File: src/rtl/mult_div_if.sv
// Handshake and operand/result bundle between the control unit and the
// multiply/divide unit.
interface mult_div_if #(
    parameter int WIDTH = 32
);
    logic             start;
    logic             op;
    logic [WIDTH-1:0] a;
    logic [WIDTH-1:0] b;
    logic             busy;
    logic             done;
    logic             div_zero;
    logic [WIDTH-1:0] hi;
    logic [WIDTH-1:0] lo;

    // Requester side: issues operations, observes status and results.
    modport master (
        output start, op, a, b,
        input  busy, done, div_zero, hi, lo
    );

    // Unit side: accepts operations, produces status and results.
    modport slave (
        input  start, op, a, b,
        output busy, done, div_zero, hi, lo
    );
endinterface

File: src/rtl/mult_div_unit.sv
// Multicycle signed multiply/divide unit feeding the HI/LO registers.
// Multiply uses radix-2 Booth recoding, one step per cycle; divide uses
// restoring division on operand magnitudes, one quotient bit per cycle,
// with signs applied on the way into FINISH.
module mult_div_unit #(
    parameter int WIDTH = 32
) (
    input  logic        clk,
    input  logic        reset,
    mult_div_if.slave   bus
);
    localparam int CW = $clog2(WIDTH + 1);

    typedef enum logic [1:0] {IDLE, MULT, DIV, FINISH} state_t;

    state_t           state_reg;
    logic [WIDTH:0]   acc_reg;     // Booth accumulator / partial remainder
    logic [WIDTH-1:0] q_reg;       // multiplier shifter / dividend-quotient shifter
    logic             qm1_reg;     // Booth q[-1] bit
    logic [WIDTH-1:0] m_reg;       // multiplicand / divisor magnitude
    logic             neg_q_reg;
    logic             neg_r_reg;
    logic             err_reg;
    logic [CW-1:0]    count_reg;
    logic             busy_reg;
    logic             done_reg;
    logic             div_zero_reg;
    logic [WIDTH-1:0] hi_reg;
    logic [WIDTH-1:0] lo_reg;

    logic [WIDTH:0]   booth_sum;
    logic [WIDTH:0]   rem_shift;
    logic [WIDTH:0]   trial;
    logic [WIDTH-1:0] a_mag;
    logic [WIDTH-1:0] b_mag;
    logic [WIDTH-1:0] quo_final;
    logic [WIDTH-1:0] rem_final;

    // Two's-complement negate of a WIDTH-bit value.
    function automatic logic [WIDTH-1:0] negate(input logic [WIDTH-1:0] x);
        return ~x + WIDTH'(1);
    endfunction

    // Magnitudes are unsigned, so the most negative value maps to 2^(WIDTH-1).
    assign a_mag = bus.a[WIDTH-1] ? negate(bus.a) : bus.a;
    assign b_mag = bus.b[WIDTH-1] ? negate(bus.b) : bus.b;

    // Booth step: add/subtract the sign-extended multiplicand per {q0, q-1}.
    // The extra accumulator bit keeps -2^(WIDTH-1) from overflowing.
    always_comb begin
        booth_sum = acc_reg;
        case ({q_reg[0], qm1_reg})
            2'b01:   booth_sum = acc_reg + {m_reg[WIDTH-1], m_reg};
            2'b10:   booth_sum = acc_reg - {m_reg[WIDTH-1], m_reg};
            default: booth_sum = acc_reg;
        endcase
    end

    // Restoring step: shift in the next dividend bit and trial-subtract.
    // The partial remainder stays below 2*divisor, so bit WIDTH is the sign.
    assign rem_shift = {acc_reg[WIDTH-1:0], q_reg[WIDTH-1]};
    assign trial     = rem_shift - {1'b0, m_reg};

    // Sign correction applied when the division completes.
    assign quo_final = neg_q_reg ? negate(q_reg) : q_reg;
    assign rem_final = neg_r_reg ? negate(acc_reg[WIDTH-1:0]) : acc_reg[WIDTH-1:0];

    // Control FSM and datapath registers with registered handshake outputs.
    always_ff @(posedge clk) begin
        if (reset) begin
            state_reg    <= IDLE;
            acc_reg      <= '0;
            q_reg        <= '0;
            qm1_reg      <= 1'b0;
            m_reg        <= '0;
            neg_q_reg    <= 1'b0;
            neg_r_reg    <= 1'b0;
            err_reg      <= 1'b0;
            count_reg    <= '0;
            busy_reg     <= 1'b0;
            done_reg     <= 1'b0;
            div_zero_reg <= 1'b0;
            hi_reg       <= '0;
            lo_reg       <= '0;
        end else begin
            done_reg     <= 1'b0;
            div_zero_reg <= 1'b0;
            case (state_reg)
                IDLE: begin
                    if (bus.start) begin
                        busy_reg  <= 1'b1;
                        count_reg <= '0;
                        acc_reg   <= '0;
                        qm1_reg   <= 1'b0;
                        neg_q_reg <= bus.a[WIDTH-1] ^ bus.b[WIDTH-1];
                        neg_r_reg <= bus.a[WIDTH-1];
                        err_reg   <= 1'b0;
                        if (!bus.op) begin
                            q_reg     <= bus.a;
                            m_reg     <= bus.b;
                            state_reg <= MULT;
                        end else if (bus.b == '0) begin
                            err_reg   <= 1'b1;
                            state_reg <= FINISH;
                        end else begin
                            q_reg     <= a_mag;
                            m_reg     <= b_mag;
                            state_reg <= DIV;
                        end
                    end
                end
                MULT: begin
                    if (count_reg == CW'(WIDTH)) begin
                        hi_reg    <= acc_reg[WIDTH-1:0];
                        lo_reg    <= q_reg;
                        busy_reg  <= 1'b0;
                        done_reg  <= 1'b1;
                        state_reg <= FINISH;
                    end else begin
                        acc_reg   <= {booth_sum[WIDTH], booth_sum[WIDTH:1]};
                        q_reg     <= {booth_sum[0], q_reg[WIDTH-1:1]};
                        qm1_reg   <= q_reg[0];
                        count_reg <= count_reg + CW'(1);
                    end
                end
                DIV: begin
                    if (count_reg == CW'(WIDTH)) begin
                        hi_reg    <= rem_final;
                        lo_reg    <= quo_final;
                        busy_reg  <= 1'b0;
                        done_reg  <= 1'b1;
                        state_reg <= FINISH;
                    end else begin
                        acc_reg   <= trial[WIDTH] ? rem_shift : trial;
                        q_reg     <= {q_reg[WIDTH-2:0], ~trial[WIDTH]};
                        count_reg <= count_reg + CW'(1);
                    end
                end
                FINISH: begin
                    // A zero divisor arrives here one cycle early with the
                    // error pending; it raises done/div_zero on the next edge
                    // and leaves hi/lo untouched.
                    if (err_reg) begin
                        err_reg      <= 1'b0;
                        busy_reg     <= 1'b0;
                        done_reg     <= 1'b1;
                        div_zero_reg <= 1'b1;
                    end else begin
                        state_reg <= IDLE;
                    end
                end
                default: state_reg <= IDLE;
            endcase
        end
    end

    assign bus.busy     = busy_reg;
    assign bus.done     = done_reg;
    assign bus.div_zero = div_zero_reg;
    assign bus.hi       = hi_reg;
    assign bus.lo       = lo_reg;
endmodule
File: src/flat_wrapper.sv
// flat-port wrapper written by rule: the top's interface ports become plain ports
module mult_div_unit_flat 
#(
    parameter int WIDTH = 32
)
  (clk, reset, bus_start, bus_op, bus_a, bus_b, bus_busy, bus_done, bus_div_zero, bus_hi, bus_lo);
  mult_div_if #(.WIDTH(WIDTH)) bus_i ();
  input  logic clk;
  input  logic reset;
  input wire logic [$bits(bus_i.start)-1:0] bus_start;
  input wire logic [$bits(bus_i.op)-1:0] bus_op;
  input wire logic [$bits(bus_i.a)-1:0] bus_a;
  input wire logic [$bits(bus_i.b)-1:0] bus_b;
  output wire logic [$bits(bus_i.busy)-1:0] bus_busy;
  output wire logic [$bits(bus_i.done)-1:0] bus_done;
  output wire logic [$bits(bus_i.div_zero)-1:0] bus_div_zero;
  output wire logic [$bits(bus_i.hi)-1:0] bus_hi;
  output wire logic [$bits(bus_i.lo)-1:0] bus_lo;
  assign bus_i.start = bus_start;
  assign bus_i.op = bus_op;
  assign bus_i.a = bus_a;
  assign bus_i.b = bus_b;
  assign bus_busy = bus_i.busy;
  assign bus_done = bus_i.done;
  assign bus_div_zero = bus_i.div_zero;
  assign bus_hi = bus_i.hi;
  assign bus_lo = bus_i.lo;
  mult_div_unit #(.WIDTH(WIDTH)) u_core (.clk(clk), .reset(reset), .bus(bus_i));
endmodule
File: config.mk
export PLATFORM = sky130hd
export DESIGN_NAME = mult_div_unit_flat
export DESIGN_NICKNAME = d
export VERILOG_FILES = /design/src/rtl/mult_div_if.sv /design/src/rtl/mult_div_unit.sv /design/src/flat_wrapper.sv
export SDC_FILE = /design/constraint.sdc
export NUM_CORES = 1
export LEC_CHECK = 0
export CORE_MARGIN = 4
export CORE_UTILIZATION = 45
export CTS_CLUSTER_SIZE = 10
export DETAILED_ROUTE_END_ITERATION = 10
export GPL_TIMING_DRIVEN = 0
export HOLD_SLACK_MARGIN = 0.02
export PLACE_DENSITY = 0.68
export SLEW_MARGIN = 10
export SYNTH_ARGS = -nofsm -noshare
export SYNTH_HDL_FRONTEND = slang
export SYNTH_SLANG_ARGS = --single-unit
File: constraint.sdc
create_clock -name clk -period 6.46 [get_ports clk]
set_input_delay 0.646 -clock clk [delete_from_list [all_inputs] [get_ports clk]]
set_output_delay 0.646 -clock clk [all_outputs]
set_load 0.01 [all_outputs]
Word-level counts from Yosys, hierarchy flattened:

Cells that the tools add are included.

* logic and storage cells: 112
* bits in latches: 0
* bits in writable memories: 0
* output and inout bits: 67
* bits in registers: 176
* memories: 0
* bits in read-only memories: 0
* input port bits: 68

* multipliers: 0
* equal/unequal tests: 17
* mux-type cells: 47
* div/mod/pow operators: 0
* reduce and logical (&&, ||, !) cells: 19
* magnitude comparators: 0
* add/subtract/negate cells: 8
* bitwise gates (word level): 7
* shifts and indexed selects: 0

Operator list (number)
* $mux 32: 15
* $mux 33: 4
* $add 32x1->32 const B: 4
* $not 32->32: 4
* $pmux 32 s2: 2
* $pmux 33 s3: 1
* $pmux 32 s3: 1
* $pmux 33 s2: 1
* $add 33x33->33: 1
* $sub 33x32->33: 1
* $sub 33x33->33: 1
* $logic_not 32->1: 1
* $reduce_and 3->1: 6
* $mux 6: 2
* $ne 2x2->1 const B: 6
* $pmux 6 s2: 1
* $mux 1: 11
* $mux 2: 4
* $ne 2x1->1 const B: 4
* $reduce_bool 2->1: 4
* $add 6x1->6 const B: 1
* $eq 2x2->1 const B: 3
* $eq 6x6->1 const B: 1
* $pmux 1 s2: 3
* 12 further kinds: 16

Depth between registers and ports, before layout:

* word-level depth: 7
* gate-level depth with buffers: 20
* depth with buffers taken out: 19

Worst setup path before layout:

OpenSTA, ideal clock, no wires.

* path type: register -> register
* start point: register u_core.q_reg[31]
* end point: register u_core.acc_reg[4]
* slack: 2.546 ns
* data required time: 6.332 ns
* stages on the path, launching flop included: 20
* arrival time: 3.786 ns
* cell sequence: dfxtp_1 inv_1 ha_1 inv_1 fa_1 a21o_1 a221oi_1 o31a_1 o21ai_0 o21ai_0 a31oi_1 a21oi_1 o21bai_1 ha_1 buf_1 mux2_2 a22oi_1 nor2_1 a21oi_1 nor2_1

* longest elaborated chain between the ends: 4

Ends and longest elaborated chain
* start: declaration: line mult_div_unit.sv:18 `logic [WIDTH-1:0] q_reg;`
* start signal: assignment: line mult_div_unit.sv:99 `q_reg <= bus.a;`
* start signal: assignment: line mult_div_unit.sv:106 `q_reg <= a_mag;`
* start signal: assignment: line mult_div_unit.sv:121 `q_reg <= {booth_sum[0], q_reg[WIDTH-1:1]};`
* $sub 33x32->33: line mult_div_unit.sv:62 `assign trial = rem_shift - {1'b0, m_reg};`
* $mux 33: line mult_div_unit.sv:134 `acc_reg <= trial[WIDTH] ? rem_shift : trial;`
* $mux 33: line mult_div_unit.sv:127 `if (count_reg == CW'(WIDTH)) begin`
* $pmux 33 s3: line mult_div_unit.sv:88 `case (state_reg)`
* end signal: assignment: line mult_div_unit.sv:120 `acc_reg <= {booth_sum[WIDTH], booth_sum[WIDTH:1]};`
* end signal: assignment: line mult_div_unit.sv:134
* end: declaration: line mult_div_unit.sv:17 `logic [WIDTH:0] acc_reg;`

Every way passes these cells. The select of a mux whose other input is x is not followed.
A chain may end at the register's enable or synchronous reset.

Worst setup path in the final report:

* start point: register u_core.m_reg[0]
* end point: register u_core.acc_reg[31]

* longest elaborated chain between the ends: 4

Ends and longest elaborated chain
* start: declaration: line mult_div_unit.sv:20 `logic [WIDTH-1:0] m_reg;`
* start signal: assignment: line mult_div_unit.sv:100 `m_reg <= bus.b;`
* start signal: assignment: line mult_div_unit.sv:107 `m_reg <= b_mag;`
* $sub 33x33->33, or another cell as far along: line mult_div_unit.sv:54 `2'b10: booth_sum = acc_reg - {m_reg[WIDTH-1], m_reg};`
* $pmux 33 s2 / $mux 33 (equally long branches): line mult_div_unit.sv:52, mult_div_unit.sv:134
* $mux 33, on equally long branches: line mult_div_unit.sv:113, mult_div_unit.sv:127
* $pmux 33 s3 (*): line mult_div_unit.sv:88

Mark *: on every way between the ends. The rest lies on a longest branch, timed or not. The select of a mux whose other input is x is not followed.

==> impl_metrics.json <==
{
  "grt_overflow": 0,
  "p_seq_frac": 0.246,
  "largest_reg_flops": 33,
  "port_buffers": 133,
  "vias": 15052,
  "stdcell_count": 2502,
  "start_util": 0.455,
  "post-route-period-util": 0.811,
  "boundaryPins": 135,
  "antenna-diode-count": 0,
  "clkSinkCount": 176,
  "cts-root-buf": "clkbuf_16",
  "synthFlopType": "dfxtp_1",
  "critPathCaptureType": "flip-flop",
  "hold_viol": 0,
  "synth-xor-area-share": 0.121,
  "fp.dieW_um": 187,
  "final_nets": 2234,
  "dr.pass1.iters": 6,
  "ff_latch_area_sq_um": 3520,
  "die-area_sq_um": 34800,
  "leakage_nw": 6.16,
  "dieHeight_um": 187,
  "synth_compound_area_frac": 0.290,
  "cts_tree": "built",
  "via_per_inst": 6.02,
  "yosys.area_share.simple": 0.205,
  "yosysSeqAreaShare": 0.245,
  "hold_buffers": 0,
  "synth.distinct_cells": 70,
  "crit_path_frequent_cell": "o21ai_0",
  "grt_antenna_before_repair": 0,
  "synth_warnings": 0,
  "antenna_left": 0,
  "p_sw_frac": 0.490,
  "core-area_sq_um": 31600,
  "first_iter_violations": 1388,
  "crit_fanout": 9,
  "synth_edf_count": 0,
  "drive_above_1_share": 0.0514,
  "setup_viol": 0,
  "power_mw": 6.18,
  "ys_ff_latch": 176,
  "routed_wl_mm": 49.8,
  "postCtsSetupRepairBufs": 0,
  "start_kind": "flip-flop",
  "cp_data_arrival_time_ns": 5.56,
  "layout_common_cells": "nand2_1, a21oi_1, nor2_1",
  "combinationalPowerShare": 0.575,
  "synth_fp_nets": 2082,
  "maxSlewHeadroom": 0.348,
  "hpwlAfterDp_mm": 39.6,
  "path_class": "reg2reg",
  "final_common_cell": "nand2_1",
  "row_count": 65,
  "min-delay-start": "u_core.bus.hi[30]",
  "slew_viol_final": 0,
  "cts_resized": 0,
  "reg2reg_from": "u_core.m_reg[0]",
  "detailedPlace.worstSlack_ns": 1.30,
  "max_stage_delay_ns": 0.50,
  "netlist_area_sq_um": 14400,
  "synth_cells": 1935,
  "multi_input_area_sq_um": 10100,
  "clock_power_share": 0.178,
  "status": "finished, final reports clean",
  "fin_tns_setup_ns": 0,
  "post-route-util": 0.532,
  "power.switching_mw": 3.03,
  "place_congestion": 0.950,
  "grt_max_degree": 18,
  "min_period_ns": 5.24,
  "synthAdderAreaFrac": 0.0699,
  "grt_pass1_vias": 14119,
  "synth_top_family_by_area": "compound AO/OA/AOI/OAI gates",
  "globalRouteTotalUtil": 0.275,
  "synthArstFlopShare": 0,
  "insertion_delay_ns": 0.46,
  "whs_endpoint": "u_core.bus.hi[30]",
  "synth.avg_cell_area_sq_um": 7.42,
  "holdPathStages": 2,
  "cts-buffers-inserted": 17,
  "rsz0062_at_grt": "no",
  "nFillCells": 3095,
  "hold_class": "reg2reg",
  "cts_buffer_depth": 2,
  "fmax_ghz": 0.191,
  "wire_per_inst_um": 19.9,
  "grt_pass1_wl_mm": 78.1,
  "h-tree-depth": 4,
  "p_int_mw": 3.15,
  "maxCapViolCount": 0,
  "reg2regPathDepth": 18,
  "r2r_slack_ns": 1.22,
  "muxShareOfSynthArea": 0.0148,
  "finalClockSkew_ns": 0.0149,
  "cp_data_required_time_ns": 6.78,
  "cp_cell_sequence": "ha_1 -> inv_1 -> fa_1 -> a21o_1 -> a221oi_1 -> o31a_1 -> o21ai_0 -> o21ai_0 -> a31oi_1 -> a21oi_1 -> o21bai_1 -> ha_1 -> and2_1 -> clkbuf_1 -> nand2_1 -> a21oi_1 -> nor4_1 -> o21ai_0",
  "critical_path.slowest_cell": "nor4_1",
  "syn2layout_area_growth_pct": 17.0,
  "clk_pin_slew_ns": 0.08,
  "fin_ws_ns": 1.22,
  "tightestPinTransition_ns": 0.978,
  "dp_cells": 2470,
  "timing.rr.end": "u_core.acc_reg[31]",
  "p_per_area_nw_per_um2": 368,
  "vdd_drop_max_v": 0.000235,
  "drc": 0
}
synthesized netlist by cell type, drive strengths merged (23+ instances only):
library cell	number	area, sq um
a211oi	75	703
a21o	32	240
a21oi	194	971
a22oi	49	368
a31oi	23	144
clkbuf	99	372
dfxtp	176	3520
ha	77	963
inv	75	282
nand2	238	896
nand3	29	145
nor2	180	676
nor3	33	198
o211ai	40	300
o21ai	136	684
xnor2	122	1070
xor2	76	666
worst max-delay path, delay by kind of cell, from the launching register on:
kind / cells / cell delay (ns)
AOI/OAI and AO/OA: 10 / 2.27
and+or+nand+nor: 3 / 1.02
adders and majority gates: 3 / 1.01
DFF: 1 / 0.43
buffers and inverters: 2 / 0.36
per-stage QoR:
stage                     hold WS (ns)  area [sq um]
after global routing             0.476         16800
final                            0.454         16800
after global placement           0.440         16200
after floorplan                  0.445         14400
after detailed placement         0.448         16200
after CTS                        0.459         16800
logic make-up after synthesis:
logic type,count (synthesis)
multiplexers,20
XOR/XNOR,198
adder cells (fa/ha/maj),79
AND/OR/NAND/NOR,634
AO/OA/AOI/OAI,634
buffers and inverters,194
flip-flops,176
routing by layer:
| metal | vias up | wire, um | global-route usage |
|---|---|---|---|
| met5 | - | 0 | 0 |
| met3 | 64 | 3090 | 0.0389 |
| met2 | 514 | 23000 | 0.452 |
| met1 | 7203 | 22600 | 0.380 |
| li1 | 7271 | - | - |
| met4 | 0 | 1090 | 0.0703 |
layout make-up:
cell class / instances / area share
Inverter: 75 / 0.0168
Tap cell: 402 / 0.0299
Multi-Input combinational cell: 1565 / 0.599
Timing Repair Buffer: 133 / 0.0792
Clock inverter: 14 / 0.00998
Buffer: 119 / 0.0295
Sequential cell: 176 / 0.210
Clock buffer: 18 / 0.0261
power groups by stage:
stage | clock [mW] | sequential (mW) | combinational (mW)
2_1_floorplan | 0 | 1.47 | 2.46
5_1_grt | 1.16 | 1.54 | 3.89
4_1_cts | 1.12 | 1.51 | 3.50
3_5_place_dp | 0 | 1.54 | 3.48
6_report | 1.10 | 1.52 | 3.55
3_3_place_gp | 0 | 1.53 | 3.42
how the worst max path moves through the flow:
stage	startpoint	to	slack, ns	depth (start not counted)
3_5_place_dp	u_core.m_reg[0]	u_core.acc_reg[31]	1.30	18
6_report	u_core.m_reg[0]	u_core.acc_reg[31]	1.22	18
2_1_floorplan	u_core.q_reg[31]	u_core.acc_reg[4]	2.55	19
3_3_place_gp	u_core.m_reg[0]	u_core.acc_reg[31]	1.28	18
4_1_cts	u_core.m_reg[0]	u_core.acc_reg[31]	1.29	18
5_1_grt	u_core.q_reg[31]	u_core.acc_reg[31]	1.00	19
Power figures use the tool's default switching activity.
